`config.mk`:
```
export PLATFORM = sky130hd
export DESIGN_NAME = mem_wb_stage
export DESIGN_NICKNAME = d
export VERILOG_FILES = /design/src/rtl/mem_wb_stage.sv
export SDC_FILE = /design/constraint.sdc
export NUM_CORES = 1
export LEC_CHECK = 0
export CORE_UTILIZATION = 34
export DETAILED_ROUTE_END_ITERATION = 12
export HOLD_SLACK_MARGIN = 0.06
export PLACE_DENSITY_LB_ADDON = 0.12
export SYNTH_ARGS = -nofsm -noshare
export SYNTH_HDL_FRONTEND = slang
export SYNTH_SLANG_ARGS = --single-unit
```
`constraint.sdc`:
```
create_clock -name clk -period 2.1 [get_ports clk]
set_clock_uncertainty 0.2 [all_clocks]
set_input_delay 0.315 -clock clk [delete_from_list [all_inputs] [get_ports clk]]
set_output_delay 0.315 -clock clk [all_outputs]
set_load 0.02 [all_outputs]
```
`src/rtl/mem_wb_stage.sv`:
```
// ---------------------------------------------------------------------------
// mem_wb_stage
//   MEM stage of a 5-stage pipeline plus the MEM/WB pipeline register.
//   Issues one data-memory access per instruction, stalls the front of
//   the pipeline while the memory is slow, and aborts an access (setting a
//   sticky error flag) if it waits too long.
//
// Parameters
//   TIMEOUT : maximum wait cycles per access (2..255)
//
// Ports
//   clk, reset (async, active-low)
//   MEM_*_In                 : fields from the EX/MEM pipeline register
//   mem_req/we/addr/wdata    : data-memory request (combinational)
//   mem_rdata, mem_ready     : data-memory response
//   stall                    : hold PC, IF/ID, ID/EX and EX/MEM
//   PCSrc                    : branch taken
//   mem_err                  : sticky timeout flag
//   WB_*_Out                 : registered MEM/WB fields
// ---------------------------------------------------------------------------
module mem_wb_stage #(
  parameter int TIMEOUT = 16
) (
  input  logic        clk,
  input  logic        reset,
  input  logic        MEM_MemWrite_In,
  input  logic        MEM_MemRead_In,
  input  logic        MEM_MemtoReg_In,
  input  logic        MEM_RegWrite_In,
  input  logic        MEM_Zero_In,
  input  logic [1:0]  MEM_Branch_In,
  input  logic [31:0] MEM_ALUresult_In,
  input  logic [31:0] MEM_ReadData2_In,
  input  logic [4:0]  MEM_WriteRegister_In,
  output logic        mem_req,
  output logic        mem_we,
  output logic [31:0] mem_addr,
  output logic [31:0] mem_wdata,
  input  logic [31:0] mem_rdata,
  input  logic        mem_ready,
  output logic        stall,
  output logic        PCSrc,
  output logic        mem_err,
  output logic        WB_RegWrite_Out,
  output logic        WB_MemtoReg_Out,
  output logic [31:0] WB_ReadData_Out,
  output logic [31:0] WB_ALUresult_Out,
  output logic [4:0]  WB_WriteRegister_Out
);

  typedef enum logic {S_IDLE = 1'b0, S_WAIT = 1'b1} state_t;

  localparam logic [7:0] LP_WCNT_LAST = 8'(TIMEOUT - 1);

  state_t      r_state;
  state_t      w_state_next;
  logic [7:0]  r_wcnt;
  logic [7:0]  w_wcnt_next;
  logic        r_mem_err;
  logic        w_pending;
  logic        w_abort;
  logic        w_stall;
  logic        w_rd_done;

  logic        r_wb_regwrite;
  logic        r_wb_memtoreg;
  logic [31:0] r_wb_readdata;
  logic [31:0] r_wb_aluresult;
  logic [4:0]  r_wb_writereg;

  // Gating with reset keeps mem_req and stall low while reset is asserted.
  assign w_pending = reset & (MEM_MemRead_In | MEM_MemWrite_In) & ~r_mem_err;

  // Read-and-write together is treated as a write, so no read data returns.
  assign w_rd_done = w_pending & ~MEM_MemWrite_In & mem_ready;

  always_comb begin
    w_state_next = r_state;
    w_wcnt_next  = r_wcnt;
    w_abort      = 1'b0;
    case (r_state)
      S_IDLE: begin
        // A ready memory completes in IDLE without ever entering WAIT.
        if (w_pending && !mem_ready) begin
          w_state_next = S_WAIT;
          w_wcnt_next  = 8'd1;
        end
      end
      S_WAIT: begin
        if (!w_pending || mem_ready) begin
          w_state_next = S_IDLE;
          w_wcnt_next  = 8'd0;
        end else if (r_wcnt == LP_WCNT_LAST) begin
          w_abort      = 1'b1;
          w_state_next = S_IDLE;
          w_wcnt_next  = 8'd0;
        end else begin
          w_wcnt_next  = r_wcnt + 8'd1;
        end
      end
      default: begin
        w_state_next = S_IDLE;
        w_wcnt_next  = 8'd0;
      end
    endcase
  end

  // The abort cycle releases the stall so the dead instruction leaves.
  assign w_stall = w_pending & ~mem_ready & ~w_abort;

  always_ff @(posedge clk or negedge reset) begin
    if (!reset) begin
      r_state   <= S_IDLE;
      r_wcnt    <= 8'd0;
      r_mem_err <= 1'b0;
    end else begin
      r_state <= w_state_next;
      r_wcnt  <= w_wcnt_next;
      if (w_abort) begin
        r_mem_err <= 1'b1;
      end
    end
  end

  // A stalled or aborted instruction loads a bubble so it writes back once.
  always_ff @(posedge clk or negedge reset) begin
    if (!reset) begin
      r_wb_regwrite  <= 1'b0;
      r_wb_memtoreg  <= 1'b0;
      r_wb_readdata  <= 32'd0;
      r_wb_aluresult <= 32'd0;
      r_wb_writereg  <= 5'd0;
    end else if (w_stall || w_abort) begin
      r_wb_regwrite  <= 1'b0;
      r_wb_memtoreg  <= 1'b0;
      r_wb_readdata  <= 32'd0;
      r_wb_aluresult <= 32'd0;
      r_wb_writereg  <= 5'd0;
    end else begin
      r_wb_regwrite  <= MEM_RegWrite_In;
      r_wb_memtoreg  <= MEM_MemtoReg_In;
      r_wb_readdata  <= w_rd_done ? mem_rdata : 32'd0;
      r_wb_aluresult <= MEM_ALUresult_In;
      r_wb_writereg  <= MEM_WriteRegister_In;
    end
  end

  assign mem_req   = w_pending;
  assign mem_we    = MEM_MemWrite_In;
  assign mem_addr  = MEM_ALUresult_In;
  assign mem_wdata = MEM_ReadData2_In;
  assign stall     = w_stall;
  assign PCSrc     = ((MEM_Branch_In == 2'b01) &  MEM_Zero_In) |
                     ((MEM_Branch_In == 2'b10) & ~MEM_Zero_In);
  assign mem_err   = r_mem_err;

  assign WB_RegWrite_Out      = r_wb_regwrite;
  assign WB_MemtoReg_Out      = r_wb_memtoreg;
  assign WB_ReadData_Out      = r_wb_readdata;
  assign WB_ALUresult_Out     = r_wb_aluresult;
  assign WB_WriteRegister_Out = r_wb_writereg;

endmodule

```
==> results of run 1 <==
==> layer usage <==
metal	global-route usage, %	wire length [um]	part of all wire, %	up-vias
met5	0	0	0	-
met4	5.57	159	1.9	0
met3	6.97	864	10	18
met2	27.4	4180	50	145
met1	18.4	3170	38	1096
li1	-	-	-	1101
==> state kept, by name, indices dropped and copies added (netlist names) <==
| signal | flops |
|---|---|
| WB_MemtoReg_Out | 1 |
| mem_err | 1 |
| r_wcnt | 8 |
| WB_RegWrite_Out | 1 |
| r_state | 1 |
| WB_ReadData_Out | 32 |
| WB_ALUresult_Out | 32 |
| WB_WriteRegister_Out | 5 |
==> final cells by class <==
cell class / count / area share, %
repair buffers: 204 / 38.6
flip-flops and latches: 81 / 39.0
clock inverters: 7 / 1.49
well taps: 129 / 3.11
clock buffers: 9 / 2.38
multi-input cells: 121 / 15.4
==> cell usage after synthesis <==
cell type | instances | share of area [%]
and2_1 | 71 | 13
or2_2 | 1 | 0.19
or4_4 | 1 | 0.34
and3b_1 | 1 | 0.26
a211oi_1 | 4 | 0.90
nand2b_1 | 1 | 0.19
o21a_1 | 1 | 0.22
nand3b_1 | 1 | 0.22
a211o_1 | 1 | 0.26
nor3_1 | 1 | 0.15
o21ai_4 | 1 | 0.49
a21oi_1 | 2 | 0.30
buf_4 | 65 | 15
nor4_1 | 1 | 0.19
buf_6 | 1 | 0.34
a21o_1 | 4 | 0.90
nor3b_1 | 1 | 0.22
clkbuf_1 | 8 | 0.90
nor4b_2 | 1 | 0.45
ha_1 | 1 | 0.37
nand2_1 | 6 | 0.67
nand3_4 | 1 | 0.52
nand4_1 | 1 | 0.19
o21ai_0 | 7 | 1.0
a31o_2 | 1 | 0.26
dfrtp_1 | 81 | 61
nand3_1 | 3 | 0.45
or3_1 | 3 | 0.56
xor2_1 | 1 | 0.26
nor2_1 | 3 | 0.34
or4b_4 | 1 | 0.41
==> final timing paths <==
path | startpoint | to | slack [ps]
hold / removal | reset | WB_ALUresult_Out[29] | 290
setup / recovery | r_wcnt[7] | stall | -20
hold reg to reg | r_wcnt[1] | r_wcnt[1] | 380
setup reg to reg | r_wcnt[7] | r_wcnt[4] | 140
min in group clk | mem_rdata[4] | WB_ReadData_Out[4] | 320
max in group asynchronous | reset | WB_ReadData_Out[6] | 330
==> power by group <==
group	switching, uW	internal (uW)	leakage [uW]	total (uW)
Sequential	20.7	1630	0.00105	1650
Clock	586	560	0.000100	1150
Combinational	284	350	0.00114	634
==> worst min-delay path, delay by kind of cell <==
kind | cells | cell delay (ps)
buffers and inverters | 3 | 870
==> logic make-up after synthesis <==
| kind of cell | after synthesis | share of synthesized area [%] |
|---|---|---|
| and+or+nand+nor | 98 | 18.6 |
| DFF | 81 | 60.6 |
| buffers and inverters | 74 | 15.8 |
| AOI/OAI and AO/OA | 21 | 4.37 |
| xor gates and xnor gates | 1 | 0.262 |
| adders and majority gates | 1 | 0.374 |
==> timing repair <==
action                                  in CTS  in global routing
endpoints found under the setup margin       3                  2
gates resized for setup                     11                  2
pin swaps                                    1                  1
hold buffers                                 1                  0
setup buffers                                0                  1
endpoints found under the hold margin       13                  0
==> metrics by stage <==
stage | TNS [ps] | setup WS (ps) | area (um^2) | instances
after floorplan | 0 | 103 | 3350 | 276
after global placement | -5250 | -484 | 4970 | 533
after detailed placement | -6300 | -513 | 4970 | 533
after CTS | -66.8 | -66.8 | 5190 | 550
after global routing | -88.5 | -88.5 | 5190 | 551
final | -23.4 | -23.4 | 5190 | 551
==> out/metrics.yaml, run 1 <==
power_leakage_uw: 0.00229
start_util_pct: 35.7
cpPeakStageDelay_ps: 550
htree_levels: 3
postLayoutCoreUtil_pct: 55.4
drt_pass1_iterations: 4
fin_crit_ps: 2120
clkTransAtPathRegs_ps: 90
dp_hpwl_um: 6290
cellPowerDensity_nw_per_um2: 660
multi_input_area_um2: 802
grt_max_degree: 69
mostFrequentLayoutCells: "clkdlybuf4s50_1, dfrtp_1, and2_1"
hp-class: "in2async"
violations: "negative setup slack"
crit_slowest_cell: "or4_4"
cts_tree: "built"
synth_nets: 388
numPortBuffers: 186
yosys_warnings: 0
final_common_cell: "clkdlybuf4s50_1"
overflow: 0
slew-limit-headroom_pct: 43.8
routed_wl_um: 8370
reg2reg_depth: 5
clk_latency_ps: 340
cp.depth: 4
required_ps: 1580
die_y_um: 101
numClockSinks: 81
avgViaCountPerCell: 4.28
seq_area_um2: 2030
setup_viol: 1
fmax_mhz: 471
peakVddDrop_mv: 0.275
gp_congestion: 0.674
syn2layout_area_growth_pct: 55.2
finalHoldViolations: 0
rsz0062_at_grt: "true"
fillers: 897
grt_pass1_vias: 2340
placeableCoreArea_um2: 9370
detail-route-antenna-nets: 0
nNetsFinal: 529
finalCritPeriodShare_pct: 101
crit_path_end_kind: "output port"
worst_setup_path_start_kind: "flip-flop"
syn_inst: 276
yosysUniqueCellTypes: 31
drv_slew: 0
vias: 2360
ys_seq_elements: 81
cts_buffers: 9
die_area_um2: 10200
cts_root_buf: "clkbuf_8"
first_iter_violations: 31
crit_buf_inv: 1
antenna_found_initial: 0
fp.dieW_um: 101
wl_per_cell_um: 15.2
drc: 0
netlist_area_um2: 3350
clk_path_buf_depth: 2
n_antenna_cell: 0
maxCapViolCount: 0
whs_ps: 286
cpLargestDelayFamily: "simple AND/OR/NAND/NOR gates"
track_usage_pct: 16.2
syn_area_per_cell_um2: 12.1
finalWorstSetupSlack_ps: -23.4
path_cells: "or4_4 > nor2_4 > a21oi_2 > buf_4"
grt_pass1_wl_um: 12300
crit_type: "reg2out"
tightest_slew_ps: 843
total_power_uw: 3430
status: "finished, violations left"
ios: 251
drive_gt1_share_pct: 10.7
cp_data_arrival_time_ps: 1610
crit_fanout: 2
synth_seq_area_share_pct: 60.6
rows: 35
Note: power is estimated with default switching activity, not from simulation.
==> run 2, diff against run 1 <==
--- a/config.mk
+++ b/config.mk
@@ -5,6 +5,7 @@
 export SDC_FILE = /design/constraint.sdc
 export NUM_CORES = 1
 export LEC_CHECK = 0
+export CORE_MARGIN = 2
 export CORE_UTILIZATION = 34
 export DETAILED_ROUTE_END_ITERATION = 12
 export HOLD_SLACK_MARGIN = 0.06
==> out/metrics.yaml, run 2 (same netlist as run 1, synthesis figures left out) <==
grt_max_degree: 75
nNetsFinal: 532
vias: 2355
n_antenna_cell: 0
drive_gt1_share_pct: 11.3
fin_area_um2: 5260
overflow: 0
die_area_um2: 10700
cp_data_arrival_time_ps: 1620
reg2reg_depth: 5
r2r-end: "r_wcnt[4]"
required_ps: 1580
cts_buffers: 9
dp_hpwl_um: 6420
clk_path_buf_depth: 2
crit_type: "reg2out"
final_cells: 558
placeableCoreArea_um2: 9680
numPortBuffers: 186
ios: 251
finalHoldViolations: 0
path_cells: "or4_4 > nor2_4 > a21oi_2 > buf_6"
antenna_found_initial: 0
crit_fanout: 2
track_usage_pct: 15.6
grt_pass1_wl_um: 12400
multi_input_area_um2: 811
maxCapViolCount: 0
setup_viol: 1
drc: 0
tightest_slew_ps: 938
rr_startpoint: "r_wcnt[6]"
first_iter_violations: 61
syn2layout_area_growth_pct: 57.0
cpPeakStageDelay_ps: 570
start_util_pct: 34.6
rows: 36
crit_path_end_kind: "output port"
hp-class: "in2async"
routed_wl_um: 8570
cp.depth: 4
clkTransAtPathRegs_ps: 80
mostFrequentLayoutCells: "clkdlybuf4s50_1, dfrtp_1, and2_1"
cpLargestDelayFamily: "simple AND/OR/NAND/NOR gates"
seq_area_um2: 2030
peakVddDrop_mv: 0.358
wl_per_cell_um: 15.4
dp.cells: 539
power_leakage_uw: 0.00231
drv_slew: 0
die_y_um: 103
finalWorstSetupSlack_ps: -38.3
numClockSinks: 81
worst-r2r-setup-slack_ps: 90
slew-limit-headroom_pct: 37.5
gp_congestion: 0.720
crit_slowest_cell: "or4_4"
htree_levels: 3
cts_tree: "built"
worst_setup_path_start_kind: "flip-flop"
rsz0062_at_grt: "true"
post_dp_cell_area_um2: 4990
fmax_mhz: 468
cts_root_buf: "clkbuf_8"
grt_pass1_vias: 2355
avgViaCountPerCell: 4.22
drt_pass1_iterations: 4
fp.dieW_um: 103
crit_buf_inv: 1
finalCritPeriodShare_pct: 102
detail-route-antenna-nets: 0
fillers: 850
violations: "negative setup slack"
clk_latency_ps: 340
final_common_cell: "clkdlybuf4s50_1"
cellPowerDensity_nw_per_um2: 674
fin_crit_ps: 2140
status: "finished, violations left"
## run 2: layer usage
| layer | vias to the layer above | track usage, % | part of all wire, % |
|---|---|---|---|
| met2 | 133 | 26.5 | 50 |
| met3 | 17 | 5.71 | 11 |
| met1 | 1100 | 18.1 | 38 |
| met4 | 0 | 5.87 | 1.7 |
| li1 | 1105 | - | - |
| met5 | - | 0 | 0 |
## run 2: timing repair
action                     in CTS  in global routing
buffers inserted                0                  2
resized for setup              10                  3
setup endpoints to repair       3                  3
pin swaps                       1                  3
hold endpoints to repair        7                  0
hold buffers                    1                  0
## run 2: layout make-up
type                       count  share of cell area (%)
clock buffer                  10                    2.43
timing repair buffer         207                    38.7
sequential                    81                    38.6
multi-input combinational    121                    15.4
tap                          133                    3.17
clock inverter                 6                    1.71
## run 2: stage by stage
| stage | total power (uW) | setup TNS (ps) | setup slack [ps] | hold slack [ps] | utilization [%] |
|---|---|---|---|---|---|
| floorplan | 2030 | 0 | 103 | -181 | - |
| global placement | 2320 | -7570 | -552 | 49.3 | 51.6 |
| detailed placement | 2330 | -8480 | -558 | 47.4 | 51.6 |
| CTS | 3600 | -84.8 | -84.8 | 158 | 54.0 |
| global route | 3690 | -80.6 | -80.6 | 222 | 54.3 |
| finish | 3540 | -38.3 | -38.3 | 119 | 54.3 |
## run 2: worst max path at each step
stage                     endpoint             from  slack (ps)
3_3_place_gp                 stall  MEM_MemWrite_In        -550
5_1_grt                      stall        r_wcnt[6]         -80
6_report                     stall        r_wcnt[6]         -40
3_5_place_dp                 stall  MEM_MemWrite_In        -560
4_1_cts                      stall        r_wcnt[7]         -80
2_1_floorplan  WB_ReadData_Out[10]          mem_err         100
## run 2: report_power, final
part / internal (uW) / switching (uW)
clock: 675 / 579
combinational: 355 / 287
sequential: 1630 / 21.0
## run 2: worst min-delay path: stages
cell	delay, ps
buf_4	90
buf_4	110
buf_4	710
==> run 3, diff against run 2 <==
--- a/config.mk
+++ b/config.mk
@@ -6,10 +6,11 @@
 export NUM_CORES = 1
 export LEC_CHECK = 0
 export CORE_MARGIN = 2
-export CORE_UTILIZATION = 34
+export CORE_UTILIZATION = 31
 export DETAILED_ROUTE_END_ITERATION = 12
 export HOLD_SLACK_MARGIN = 0.06
 export PLACE_DENSITY_LB_ADDON = 0.12
+export REMOVE_ABC_BUFFERS = 1
 export SYNTH_ARGS = -nofsm -noshare
 export SYNTH_HDL_FRONTEND = slang
 export SYNTH_SLANG_ARGS = --single-unit
==> constraint.sdc (replaced) <==
create_clock -name clk -period 1.8 [get_ports clk]
set_clock_uncertainty 0.2 [all_clocks]
set_input_delay 0.27 -clock clk [delete_from_list [all_inputs] [get_ports clk]]
set_output_delay 0.27 -clock clk [all_outputs]
set_load 0.005 [all_outputs]
==> out/metrics.yaml, run 3 (same netlist as run 1, synthesis figures left out) <==
nNetsFinal: 545
grtUsageMet1_pct: 19.7
clk_latency_ps: 330
power_leakage_uw: 0.00239
die_area_um2: 11600
placeableCoreArea_um2: 10400
overflow: 0
crit_buf_inv: 1
clkTransAtPathRegs_ps: 80
cpPeakStageDelay_ps: 560
routed_wl_um: 9250
rsz0062_at_grt: "true"
grt.met2_usage_pct: 23.0
finalCritPeriodShare_pct: 114
numPortBuffers: 186
multi_input_area_um2: 807
n_antenna_cell: 0
cts_buffers: 9
vias: 2416
fmax_mhz: 489
pre_cts_ws_ps: -595
syn2layout_area_growth_pct: 60.2
violations: "negative setup slack"
fillers: 935
final_common_cell: "clkdlybuf4s50_1"
finalWorstSetupSlack_ps: -243
fin_area_um2: 5360
grt_pass1_wl_um: 13500
tightest_slew_ps: 665
htree_levels: 3
drt_pass1_iterations: 4
crit_slowest_cell: "or4_4"
crit_path_end_kind: "output port"
dp_hpwl_um: 7070
ios: 251
hp-class: "in2reg"
whs_ps: 275
first_iter_violations: 66
drv_slew: 0
total_power_uw: 4080
cellPowerDensity_nw_per_um2: 762
drive_gt1_share_pct: 13.7
status: "finished, violations left"
track_usage_pct: 15.9
worst_setup_path_start_kind: "flip-flop"
path_cells: "or4_4 > nor2_4 > a21oi_2 > buf_2"
grt_max_degree: 53
rows: 37
cpLargestDelayFamily: "simple AND/OR/NAND/NOR gates"
grt_use_met3_pct: 9.32
post_dp_cell_area_um2: 5070
antenna_found_initial: 0
cts_tree: "built"
fp.dieW_um: 108
grt-busiest-layer: "met2"
start_util_pct: 32.1
setup_viol: 6
clk_path_buf_depth: 2
wl_per_cell_um: 16.1
mostFrequentLayoutCells: "clkdlybuf4s50_1, dfrtp_1, and2_1"
grt_pass1_vias: 2389
cts_root_buf: "clkbuf_8"
crit_type: "reg2out"
detail-route-antenna-nets: 0
peakVddDrop_mv: 0.392
seq_area_um2: 2030
numClockSinks: 81
crit_fanout: 2
avgViaCountPerCell: 4.22
slew-limit-headroom_pct: 55.6
cp_data_arrival_time_ps: 1570
finalHoldViolations: 0
fin_crit_ps: 2040
drc: 0
maxCapViolCount: 0
required_ps: 1330
die_y_um: 108
gp_congestion: 0.754
==> run 3: cell types whose count changed in the layout (fill, tap and decap cells not counted), sizes merged <==
| cell | change |
|---|---|
| buf | +14 |
| bufinv | +1 |
| clkdlybuf4s50 | -1 |
| clkinv | -1 |
| clkinvlp | -1 |
| dlygate4sd2 | +1 |
| dlymetal6s2s | -1 |
==> run 3: cell type report <==
cell class	instances	area share, %
timing repair buffer	220	39.7
multi-input combinational	121	15.0
clock buffer	10	2.38
sequential	81	37.8
tap	136	3.17
clock inverter	5	1.94
==> run 3: layer usage <==
layer,part of all wire (%),vias to the layer above
met5,0,-
met4,0.45,0
met3,13,2
met2,45,146
met1,41,1136
li1,-,1132
==> run 3: per-stage QoR <==
step	utilization [%]	TNS, ps	std cells
floorplan	-	0	202
global placement	48.7	-21530	552
detailed placement	48.7	-21650	552
CTS	51.4	-1260	572
global route	51.5	-1400	573
finish	51.5	-1130	573
==> run 3: timing repair <==
item,in CTS,in global routing
cloned,0,0
hold endpoints to repair,81,0
setup endpoints to repair,10,6
resized for setup,18,0
buffers inserted,4,1
hold buffers,1,0
pin swaps,3,2
==> run 3: power breakdown <==
group | switching [uW] | internal, uW | leakage (uW)
sequential | 22.6 | 1900 | 0.00105
combinational | 197 | 424 | 0.00122
clock | 624 | 918 | 0.000117
total | 844 | 3240 | 0.00239
==> run 3: path summary, 6_finish.rpt <==
| check | start | end | slack, ps | depth (start not counted) |
|---|---|---|---|---|
| min in group asynchronous | reset | WB_ReadData_Out[23] | 440 | 4 |
| worst min-delay path | mem_rdata[5] | WB_ReadData_Out[5] | 270 | 2 |
| worst max-delay path | r_wcnt[6] | stall | -240 | 4 |
| max in group asynchronous | reset | WB_ALUresult_Out[3] | 400 | 4 |
| worst max register to register | r_wcnt[6] | r_wcnt[4] | -190 | 6 |
| worst min register to register | r_wcnt[6] | r_wcnt[6] | 390 | 2 |
